File: src/rtl/wb_trace_buffer_if.sv
// Bus bundle for the writeback trace buffer.
// Carries the writeback-side inputs, the trigger/clear controls, the drain
// handshake with its head record, and the status counters. clk and reset
// are scalar ports on the module and are not part of this bundle.
interface wb_trace_buffer_if #(
    parameter int PTR_W = 4
);
    // Writeback stage debug outputs
    logic              wb_valid;
    logic              wb_over;
    logic [31:0]       wb_pc;
    logic              wb_wen;
    logic [4:0]        wb_wdest;
    logic [31:0]       wb_wdata;

    // Stop-on-PC trigger and synchronous clear
    logic              trig_en;
    logic [31:0]       trig_pc;
    logic              clear;

    // Drain side: show-ahead head record with valid/ready handshake
    logic              out_valid;
    logic              out_ready;
    logic [31:0]       out_pc;
    logic              out_wen;
    logic [4:0]        out_wdest;
    logic [31:0]       out_wdata;

    // Status
    logic [31:0]       retire_cnt;
    logic [15:0]       drop_cnt;
    logic              overflow;
    logic              stopped;
    logic [PTR_W:0]    count;

    // Producer / consumer / observer side (CPU, bench, debug host)
    modport master (
        output wb_valid, wb_over, wb_pc, wb_wen, wb_wdest, wb_wdata,
        output trig_en, trig_pc, clear,
        output out_ready,
        input  out_valid, out_pc, out_wen, out_wdest, out_wdata,
        input  retire_cnt, drop_cnt, overflow, stopped, count
    );

    // The trace buffer itself
    modport slave (
        input  wb_valid, wb_over, wb_pc, wb_wen, wb_wdest, wb_wdata,
        input  trig_en, trig_pc, clear,
        input  out_ready,
        output out_valid, out_pc, out_wen, out_wdest, out_wdata,
        output retire_cnt, drop_cnt, overflow, stopped, count
    );
endinterface

File: src/rtl/wb_trace_buffer.sv
// Writeback trace buffer.
// Captures one 70-bit record per retired instruction into a show-ahead FIFO
// and drains it over valid/ready. Keeps a retire counter (counts every
// retirement, captured or not), a saturating drop counter with a sticky
// overflow flag, and a stop-on-PC trigger that freezes capture until clear
// or reset. The only state machine is RUN/STOPPED.
module wb_trace_buffer #(
    parameter int DEPTH = 16,
    parameter int PTR_W = 4
) (
    input  logic         clk,
    input  logic         reset,
    wb_trace_buffer_if.slave bus
);

    // Record layout: {pc[31:0], wen, wdest[4:0], wdata[31:0]}
    localparam int REC_W = 70;
    localparam int PC_LSB    = 38;
    localparam int WEN_BIT   = 37;
    localparam int DEST_LSB  = 32;

    localparam logic [PTR_W:0]   FULL_COUNT = (PTR_W + 1)'(DEPTH);
    localparam logic [PTR_W:0]   CNT_ONE    = (PTR_W + 1)'(1);
    localparam logic [PTR_W-1:0] PTR_ONE    = PTR_W'(1);
    localparam logic [15:0]      DROP_MAX   = 16'hFFFF;

    typedef enum logic {
        CAP_RUN     = 1'b0,
        CAP_STOPPED = 1'b1
    } cap_state_t;

    // Storage and state
    logic [REC_W-1:0]  mem [DEPTH];
    logic [PTR_W-1:0]  wr_ptr_reg, wr_ptr_next;
    logic [PTR_W-1:0]  rd_ptr_reg, rd_ptr_next;
    logic [PTR_W:0]    count_reg, count_next;
    logic [31:0]       retire_cnt_reg, retire_cnt_next;
    logic [15:0]       drop_cnt_reg, drop_cnt_next;
    logic              overflow_reg, overflow_next;
    cap_state_t        state_reg, state_next;

    // Event decode
    logic              retire;
    logic              not_empty;
    logic              full;
    logic              pop;
    logic              capture_ok;
    logic              push;
    logic              drop;
    logic              trig_hit;
    logic [REC_W-1:0]  wr_rec;
    logic [REC_W-1:0]  head_rec;

    // Decode retire/push/pop/drop/trigger events for this cycle
    always_comb begin
        retire     = bus.wb_valid & bus.wb_over;
        not_empty  = (count_reg != '0);
        full       = (count_reg == FULL_COUNT);
        pop        = not_empty & bus.out_ready;
        capture_ok = retire & (state_reg == CAP_RUN);
        // A pop in the same cycle frees the slot, so a full FIFO still accepts
        push       = capture_ok & (~full | pop);
        drop       = capture_ok & full & ~pop;
        trig_hit   = capture_ok & bus.trig_en & (bus.wb_pc == bus.trig_pc);
        // Unwritten destination/data are zeroed at capture so the stored
        // record is already in its final form
        wr_rec     = {bus.wb_pc,
                      bus.wb_wen,
                      bus.wb_wen ? bus.wb_wdest : 5'd0,
                      bus.wb_wen ? bus.wb_wdata : 32'd0};
    end

    // Record storage; no reset needed since pointers/count gate every read
    always_ff @(posedge clk) begin
        if (push && !bus.clear) begin
            mem[wr_ptr_reg] <= wr_rec;
        end
    end

    // Show-ahead head read straight from storage
    always_comb begin
        head_rec = mem[rd_ptr_reg];
    end

    // Next-state for pointers, occupancy and counters; clear wins over push/pop
    always_comb begin
        wr_ptr_next     = wr_ptr_reg;
        rd_ptr_next     = rd_ptr_reg;
        count_next      = count_reg;
        retire_cnt_next = retire_cnt_reg;
        drop_cnt_next   = drop_cnt_reg;
        overflow_next   = overflow_reg;

        if (bus.clear) begin
            wr_ptr_next     = '0;
            rd_ptr_next     = '0;
            count_next      = '0;
            retire_cnt_next = '0;
            drop_cnt_next   = '0;
            overflow_next   = 1'b0;
        end else begin
            if (push) begin
                wr_ptr_next = wr_ptr_reg + PTR_ONE;
            end
            if (pop) begin
                rd_ptr_next = rd_ptr_reg + PTR_ONE;
            end
            case ({push, pop})
                2'b10:   count_next = count_reg + CNT_ONE;
                2'b01:   count_next = count_reg - CNT_ONE;
                default: count_next = count_reg;
            endcase
            // Every retirement counts, even while stopped or full
            if (retire) begin
                retire_cnt_next = retire_cnt_reg + 32'd1;
            end
            if (drop) begin
                overflow_next = 1'b1;
                if (drop_cnt_reg != DROP_MAX) begin
                    drop_cnt_next = drop_cnt_reg + 16'd1;
                end
            end
        end
    end

    // Datapath registers with asynchronous reset
    always_ff @(posedge clk or posedge reset) begin
        if (reset) begin
            wr_ptr_reg     <= '0;
            rd_ptr_reg     <= '0;
            count_reg      <= '0;
            retire_cnt_reg <= '0;
            drop_cnt_reg   <= '0;
            overflow_reg   <= 1'b0;
        end else begin
            wr_ptr_reg     <= wr_ptr_next;
            rd_ptr_reg     <= rd_ptr_next;
            count_reg      <= count_next;
            retire_cnt_reg <= retire_cnt_next;
            drop_cnt_reg   <= drop_cnt_next;
            overflow_reg   <= overflow_next;
        end
    end

    // Capture state register
    always_ff @(posedge clk or posedge reset) begin
        if (reset) begin
            state_reg <= CAP_RUN;
        end else begin
            state_reg <= state_next;
        end
    end

    // Capture next state: a trigger match stops capture; only clear restarts
    always_comb begin
        state_next = state_reg;
        if (bus.clear) begin
            state_next = CAP_RUN;
        end else if (trig_hit) begin
            state_next = CAP_STOPPED;
        end
    end

    // Capture state outputs
    always_comb begin
        bus.stopped = (state_reg == CAP_STOPPED);
    end

    // Drive the head record and status; record fields read as zero when empty
    always_comb begin
        bus.out_valid  = not_empty;
        bus.out_pc     = not_empty ? head_rec[PC_LSB +: 32]  : 32'd0;
        bus.out_wen    = not_empty ? head_rec[WEN_BIT]       : 1'b0;
        bus.out_wdest  = not_empty ? head_rec[DEST_LSB +: 5] : 5'd0;
        bus.out_wdata  = not_empty ? head_rec[31:0]          : 32'd0;
        bus.retire_cnt = retire_cnt_reg;
        bus.drop_cnt   = drop_cnt_reg;
        bus.overflow   = overflow_reg;
        bus.count      = count_reg;
    end

endmodule

File: src/flat_wrapper.sv
// flat-port wrapper written by rule: the top's interface ports become plain ports
module wb_trace_buffer_flat 
#(
    parameter int DEPTH = 16,
    parameter int PTR_W = 4
)
  (clk, reset, bus_wb_valid, bus_wb_over, bus_wb_pc, bus_wb_wen, bus_wb_wdest, bus_wb_wdata, bus_trig_en, bus_trig_pc, bus_clear, bus_out_ready, bus_out_valid, bus_out_pc, bus_out_wen, bus_out_wdest, bus_out_wdata, bus_retire_cnt, bus_drop_cnt, bus_overflow, bus_stopped, bus_count);
  wb_trace_buffer_if #(.PTR_W(PTR_W)) bus_i ();
  input  logic clk;
  input  logic reset;
  input wire logic [$bits(bus_i.wb_valid)-1:0] bus_wb_valid;
  input wire logic [$bits(bus_i.wb_over)-1:0] bus_wb_over;
  input wire logic [$bits(bus_i.wb_pc)-1:0] bus_wb_pc;
  input wire logic [$bits(bus_i.wb_wen)-1:0] bus_wb_wen;
  input wire logic [$bits(bus_i.wb_wdest)-1:0] bus_wb_wdest;
  input wire logic [$bits(bus_i.wb_wdata)-1:0] bus_wb_wdata;
  input wire logic [$bits(bus_i.trig_en)-1:0] bus_trig_en;
  input wire logic [$bits(bus_i.trig_pc)-1:0] bus_trig_pc;
  input wire logic [$bits(bus_i.clear)-1:0] bus_clear;
  input wire logic [$bits(bus_i.out_ready)-1:0] bus_out_ready;
  output wire logic [$bits(bus_i.out_valid)-1:0] bus_out_valid;
  output wire logic [$bits(bus_i.out_pc)-1:0] bus_out_pc;
  output wire logic [$bits(bus_i.out_wen)-1:0] bus_out_wen;
  output wire logic [$bits(bus_i.out_wdest)-1:0] bus_out_wdest;
  output wire logic [$bits(bus_i.out_wdata)-1:0] bus_out_wdata;
  output wire logic [$bits(bus_i.retire_cnt)-1:0] bus_retire_cnt;
  output wire logic [$bits(bus_i.drop_cnt)-1:0] bus_drop_cnt;
  output wire logic [$bits(bus_i.overflow)-1:0] bus_overflow;
  output wire logic [$bits(bus_i.stopped)-1:0] bus_stopped;
  output wire logic [$bits(bus_i.count)-1:0] bus_count;
  assign bus_i.wb_valid = bus_wb_valid;
  assign bus_i.wb_over = bus_wb_over;
  assign bus_i.wb_pc = bus_wb_pc;
  assign bus_i.wb_wen = bus_wb_wen;
  assign bus_i.wb_wdest = bus_wb_wdest;
  assign bus_i.wb_wdata = bus_wb_wdata;
  assign bus_i.trig_en = bus_trig_en;
  assign bus_i.trig_pc = bus_trig_pc;
  assign bus_i.clear = bus_clear;
  assign bus_i.out_ready = bus_out_ready;
  assign bus_out_valid = bus_i.out_valid;
  assign bus_out_pc = bus_i.out_pc;
  assign bus_out_wen = bus_i.out_wen;
  assign bus_out_wdest = bus_i.out_wdest;
  assign bus_out_wdata = bus_i.out_wdata;
  assign bus_retire_cnt = bus_i.retire_cnt;
  assign bus_drop_cnt = bus_i.drop_cnt;
  assign bus_overflow = bus_i.overflow;
  assign bus_stopped = bus_i.stopped;
  assign bus_count = bus_i.count;
  wb_trace_buffer #(.DEPTH(DEPTH), .PTR_W(PTR_W)) u_core (.clk(clk), .reset(reset), .bus(bus_i));
endmodule
File: config.mk
export PLATFORM = sky130hd
export DESIGN_NAME = wb_trace_buffer_flat
export DESIGN_NICKNAME = d
export VERILOG_FILES = /design/src/rtl/wb_trace_buffer_if.sv /design/src/rtl/wb_trace_buffer.sv /design/src/flat_wrapper.sv
export SDC_FILE = /design/constraint.sdc
export NUM_CORES = 1
export LEC_CHECK = 0
export ABC_AREA = 0
export BUFFER_PORTS_ARGS = -buffer_cell sky130_fd_sc_hd__buf_4
export CAP_MARGIN = 20
export CORE_MARGIN = 1.5
export CORE_UTILIZATION = 35
export CTS_BUF_LIST = sky130_fd_sc_hd__clkbuf_2
export DETAILED_ROUTE_END_ITERATION = 8
export HOLD_SLACK_MARGIN = 0.02
export MAX_ROUTING_LAYER = met4
export PLACE_DENSITY = 0.57
export SYNTH_ARGS = -nofsm -noshare
export SYNTH_HDL_FRONTEND = slang
export SYNTH_SLANG_ARGS = --single-unit
File: constraint.sdc
create_clock -name clk -period 12.7 [get_ports clk]
set_input_delay 3.175 -clock clk [delete_from_list [all_inputs] [get_ports clk]]
set_output_delay 3.175 -clock clk [all_outputs]
set_load 0.03 [all_outputs]
# Yosys cells after proc, flatten, opt, wreduce, memory -nomap -nowiden
# Memory sizes are Yosys's and may differ from the RTL's.
# Cells that the tools add are included.
# W data, S select, Z words.
[totals]
ff_bits = 63
latchBits = 0
mem_bits_rw = 1120
mem_bits_ro = 0
out_inout_bits = 126
mem_count = 1
[mem_list]
columns = ["memory", "depth", "word_bits", "read_ports", "rd_clocked_by_memory_dff", "write_ports", "line_no", "source"]
rows = [
  ["u_core.mem", 16, 70, 1, 0, 1, "wb_trace_buffer.sv:33", "logic [REC_W-1:0] mem [DEPTH];"],
]
[classes]
n_addsub = 6
multipliers = 0
div = 0
order_cmp = 0
n_eq_ne = 5
shifts = 0
mux = 23
bitwise = 12
n_reduce_logical = 11
[op_table]
columns = ["cell", "n"]
rows = [
  ["$mux W32", 5],
  ["$mux W16", 3],
  ["$add A32 B1 Y32 const B", 1],
  ["$eq A32 B32 Y1", 1],
  ["$add A16 B1 Y16 const B", 1],
  ["$mux W4", 4],
  ["$ne A16 B16 Y1 const B", 1],
  ["$mux W5", 3],
  ["$reduce_bool A2 Y1", 6],
  ["$pmux W5 S2", 1],
  ["$add A4 B1 Y4 const B", 2],
  ["$and A1 B1 Y1", 8],
  ["$mux W1", 7],
  ["$add A5 B1 Y5 const B", 1],
  ["$eq A5 B5 Y1 const B", 1],
  ["$reduce_bool A5 Y1", 1],
  ["$sub A5 B1 Y5 const B", 1],
  ["$not A1 Y1", 3],
  ["$reduce_bool A3 Y1", 1],
  ["$eq A2 B1 Y1 const B", 1],
  ["$eq A2 B2 Y1 const B", 1],
  ["$reduce_and A2 Y1", 1],
  ["$logic_and A1 B1 Y1", 1],
  ["$logic_not A1 Y1", 1],
  ["$or A1 B1 Y1", 1],
]

# Depth between registers and ports, before layout
[logic_depth]
word_depth = 7
mapped_depth = 11
ltp_nobuf = 9

# Least setup slack after synthesis
# OpenSTA, ideal clock, no wires.
[synth_path]
path_kind = "input port to flip-flop"
from = "input bus_wb_over"
to = "memory u_core.mem[12][0] (enable)"
setup_ns = 0.499
t_arrival_ns = 7.046
t_required_ns = 12.201
setup_slack_ns = 5.155
path_stages = 5
path_buffers = 1
cell_sequence = "nand3b_1 > a21oi_1 > clkbuf_1 > nand4b_1 > nor2_1"
[synth_via]
elab_chain_len = 6
[synth_lines]
columns = ["item", "line_no", "source"]
rows = [
  ["start: declaration", "flat_wrapper.sv:12", "input wire logic [$bits(bus_i.wb_over)-1:0] bus_wb_over;"],
  ["$and A1 B1 Y1", "wb_trace_buffer.sv:56", "retire = bus.wb_valid & bus.wb_over;"],
  ["$and A1 B1 Y1", "wb_trace_buffer.sv:60", "capture_ok = retire & (state_reg == CAP_RUN);"],
  ["$and A1 B1 Y1", "wb_trace_buffer.sv:62", "push = capture_ok & (~full | pop);"],
  ["$logic_and A1 B1 Y1", "wb_trace_buffer.sv:75", "if (push && !bus.clear) begin"],
  ["$mux W1", "wb_trace_buffer.sv:75", ""],
  ["$mux W1 (implied by the code)", "wb_trace_buffer.sv:76", "mem[wr_ptr_reg] <= wr_rec;"],
  ["end: declaration", "wb_trace_buffer.sv:33", ""],
]
# Every way passes these cells.

# Worst setup path in the final report
[layout_path]
from = "register u_core.rd_ptr_reg[0]"
to = "output bus_out_wdest[1]"
[layout_via]
elab_chain_len = 2
[layout_lines]
columns = ["item", "line_no", "source"]
rows = [
  ["start: declaration", "wb_trace_buffer.sv:35", "logic [PTR_W-1:0] rd_ptr_reg, rd_ptr_next;"],
  ["start signal: assignment", "wb_trace_buffer.sv:137", "rd_ptr_reg <= rd_ptr_next;"],
  ["$mem_v2 Z16 W70", "-", ""],
  ["$mux W5", "wb_trace_buffer.sv:174", "bus.out_wdest = not_empty ? head_rec[DEST_LSB +: 5] : 5'd0;"],
  ["end: declaration", "flat_wrapper.sv:24", "output wire logic [$bits(bus_i.out_wdest)-1:0] bus_out_wdest;"],
]
# Every way passes these cells.

==> flow_metrics.env <==
export IMPL_synth_cell_area_sq_mm=0.0466
export IMPL_power_total_w=0.00908
export IMPL_clock_path_buffers=4
export IMPL_grt_overflow_total=0
export IMPL_tightest_slew_ns=1.13
export IMPL_worst_skew_pair_late_latency_ns=1.52
export IMPL_outcome="finished, final reports clean"
export IMPL_arrival_ns=5.08
export IMPL_max_cap_violations=0
export IMPL_io_pins=235
export IMPL_fin_crit_sh_pct=65.0
export IMPL_timing_hold_violations_final=0
export IMPL_via_count=23200
export IMPL_place_congestion=0.804
export IMPL_slew_headroom_pct=23.7
export IMPL_grt_max_degree=164
export IMPL_setup_viol=0
export IMPL_min_path_type="reg2reg"
export IMPL_largest_reg_flops=1120
export IMPL_irDropWorstVdd_mv=0.146
export IMPL_pre_cts_ws_ns=5.88
export IMPL_fmax_ghz=0.121
export IMPL_endpoint="bus_out_wdest[1]"
export IMPL_ys_types=52
export IMPL_start_util_pct=35.4
export IMPL_crit_type="reg2out"
export IMPL_track_usage_pct=17.7
export IMPL_ys_seq_area_share_pct=75.5
export IMPL_rr_endpoint="u_core.mem[13][8]$_DFFE_PP_"
export IMPL_nets=2670
export IMPL_fp_coreArea_sq_mm=0.132
export IMPL_power_density_mw_per_mm2=172
export IMPL_ys_flop_type="edfxtp_1"
export IMPL_ys_ff_latch=1183
export IMPL_cp_startpoint="u_core.rd_ptr_reg[0]$_DFFE_PP0P_"
export IMPL_synthToLayoutAreaGrowth_pct=13.2
export IMPL_clk_pin_slew_ns=0.09
export IMPL_drtAntennaViolNets=0
export IMPL_die_w_microns=368
export IMPL_r2r_setup_slack_ns=8.84
export IMPL_timing_hold_ws_ns=0.538
export IMPL_cts_sinks=1183
export IMPL_layout_setup_ws_ns=4.44
export IMPL_rsz0062_at_grt="false"
export IMPL_antenna_found_initial=19
export IMPL_first_pass_iters=5
export IMPL_yosysWarnings=0
export IMPL_slew_violations=0
export IMPL_synth_edf_count=1120
export IMPL_drive_above_1_share_pct=38.7
export IMPL_die_y_microns=368
export IMPL_r2r_start="u_core.bus.stopped$_DFFE_PP0P_"
export IMPL_drt_vias_per_instance=5.14
export IMPL_grt_pass1_wl_microns=167000
export IMPL_syn_avg_cell_area_sq_um=22.4
export IMPL_worstPathRequired_ns=9.52
export IMPL_die_area_sq_mm=0.135
export IMPL_ctsResizeCount=0
export IMPL_postCtsHoldBufs=0
export IMPL_detail_route_wl_per_cell_microns=26.0
export IMPL_start_kind="register"
export IMPL_netlist_instances=2078
export IMPL_cts_tree="built"
export IMPL_cts_root_buffer_cell="clkbuf_2"
export IMPL_total_leakage_power_nw=17.2
export IMPL_cts_buffers=307
export IMPL_stdcell_area_sq_mm=0.0528
export IMPL_worst_path_max_fanout=119
export IMPL_routed_wl_microns=117000
export IMPL_ff2ff_path_depth=7
export IMPL_syn_num_nets=2196
export IMPL_place_area_sq_mm=0.0504
export IMPL_drt_iter0_markers=2032
export IMPL_period_needed_ns=8.26
export IMPL_synth_async_reset_ratio_pct=5.33
export IMPL_fin_tns_setup_ns=0
export IMPL_grt_pass1_vias=24800
export IMPL_dpl_hpwl_microns=60200
export IMPL_port_buffers=234
export IMPL_post_cts_setup_buffers=0
export IMPL_finClkSkew_ns=0.0833
export IMPL_critPathCaptureType="primary output"
export IMPL_fp_row_count=133
export IMPL_drc_errors=0
export IMPL_cts_max_level=5
==> cells by family (layout without fill, tap and decap cells) <==
family	Yosys count	after routing	share of synthesized area, %
DFF	1183	1183	75.5
muxes	352	352	17.2
and+or+nand+nor	302	302	3.69
buffers and inverters	118	769	1.40
xor gates and xnor gates	80	80	1.50
AOI/OAI and AO/OA	34	34	0.459
adders and majority gates	9	9	0.241
other	0	19	0
==> critical path: stages (launching register included) <==
cell     delay, ns
dfrtp_4       1.02
buf_12        0.67
mux4_1        0.66
mux4_2        0.55
and2_1        0.21
buf_4         0.17
==> cell usage after synthesis, types with 9 or more instances <==
master,n,share of area [%]
a21oi_1,11,0.12
and2_1,121,1.6
buf_1,14,0.11
buf_4,14,0.23
buf_6,18,0.43
clkbuf_1,54,0.43
dfrtp_1,63,3.4
edfxtp_1,1120,72
ha_1,9,0.24
inv_1,14,0.11
mux4_1,33,1.9
mux4_2,317,15
nand2_1,16,0.13
nand3_1,26,0.28
nand4_1,20,0.27
nor2_1,60,0.48
nor3_1,10,0.11
nor4_1,13,0.17
o21ai_0,9,0.097
xnor2_1,37,0.69
xor2_1,43,0.81
==> worst min-delay path by stage <==
| stage | start | to | cells past startpoint |
|---|---|---|---|
| 2_1_floorplan | u_core.wr_ptr_reg[3]$_DFFE_PP0P_ | u_core.wr_ptr_reg[3]$_DFFE_PP0P_ | 2 |
| 3_3_place_gp | u_core.bus.overflow$_DFFE_PP0P_ | u_core.bus.overflow$_DFFE_PP0P_ | 2 |
| 3_5_place_dp | u_core.bus.overflow$_DFFE_PP0P_ | u_core.bus.overflow$_DFFE_PP0P_ | 2 |
| 4_1_cts | u_core.bus.overflow$_DFFE_PP0P_ | u_core.bus.overflow$_DFFE_PP0P_ | 2 |
| 5_1_grt | u_core.bus.overflow$_DFFE_PP0P_ | u_core.bus.overflow$_DFFE_PP0P_ | 2 |
| 6_report | u_core.bus.overflow$_DFFE_PP0P_ | u_core.bus.overflow$_DFFE_PP0P_ | 2 |
==> layout by cell type, fill, tap and decap left out, types with 9 or more instances in the layout <==
cell type and count:
clkinv_2 10, nor3_1 10, buf_4 266, dfrtp_1 59, edfxtp_1 1120, a21oi_1 11
nand2_1 16, inv_1 13, xnor2_1 37, and2_4 12, diode_2 19, mux4_2 317
clkinv_1 48, nor4_1 12, clkbuf_2 421, mux4_1 33, nor2_1 56, o21ai_0 9
and2_1 109, ha_1 9, nand3_1 26, xor2_1 43, nand4_1 20
==> power by group <==
| part | internal, W | total (W) | switching, W | leakage [nW] |
|---|---|---|---|---|
| Sequential | 0.00429 | 0.00437 | 0.0000845 | 11.0 |
| Clock | 0.000900 | 0.00236 | 0.00146 | 1.90 |
| Combinational | 0.00109 | 0.00235 | 0.00126 | 4.31 |
==> area by class of cell <==
cell class	count	area, sq um
clock buffer	421	2110
fill	11800	79000
inverter	14	52.6
sequential	1183	35200
antenna	19	47.5
multi-input combinational	777	10800
timing repair buffer	269	2040
tap	1755	2200
clock inverter	65	283
==> through the flow <==
stage	utilization, %	cells
3_5_place_dp	38.2	3997
4_1_cts	40.0	4483
6_report	40.1	4503
3_3_place_gp	38.2	3997
2_1_floorplan	-	2078
5_1_grt	40.1	4500
==> layer usage <==
layer	global-route usage, %	wire length, microns
met4	5.37	1690
met5	-	0
met2	28.1	58800
met3	5.29	8790
met1	21.9	47700
No activity file was read; power rests on OpenSTA's default activity.
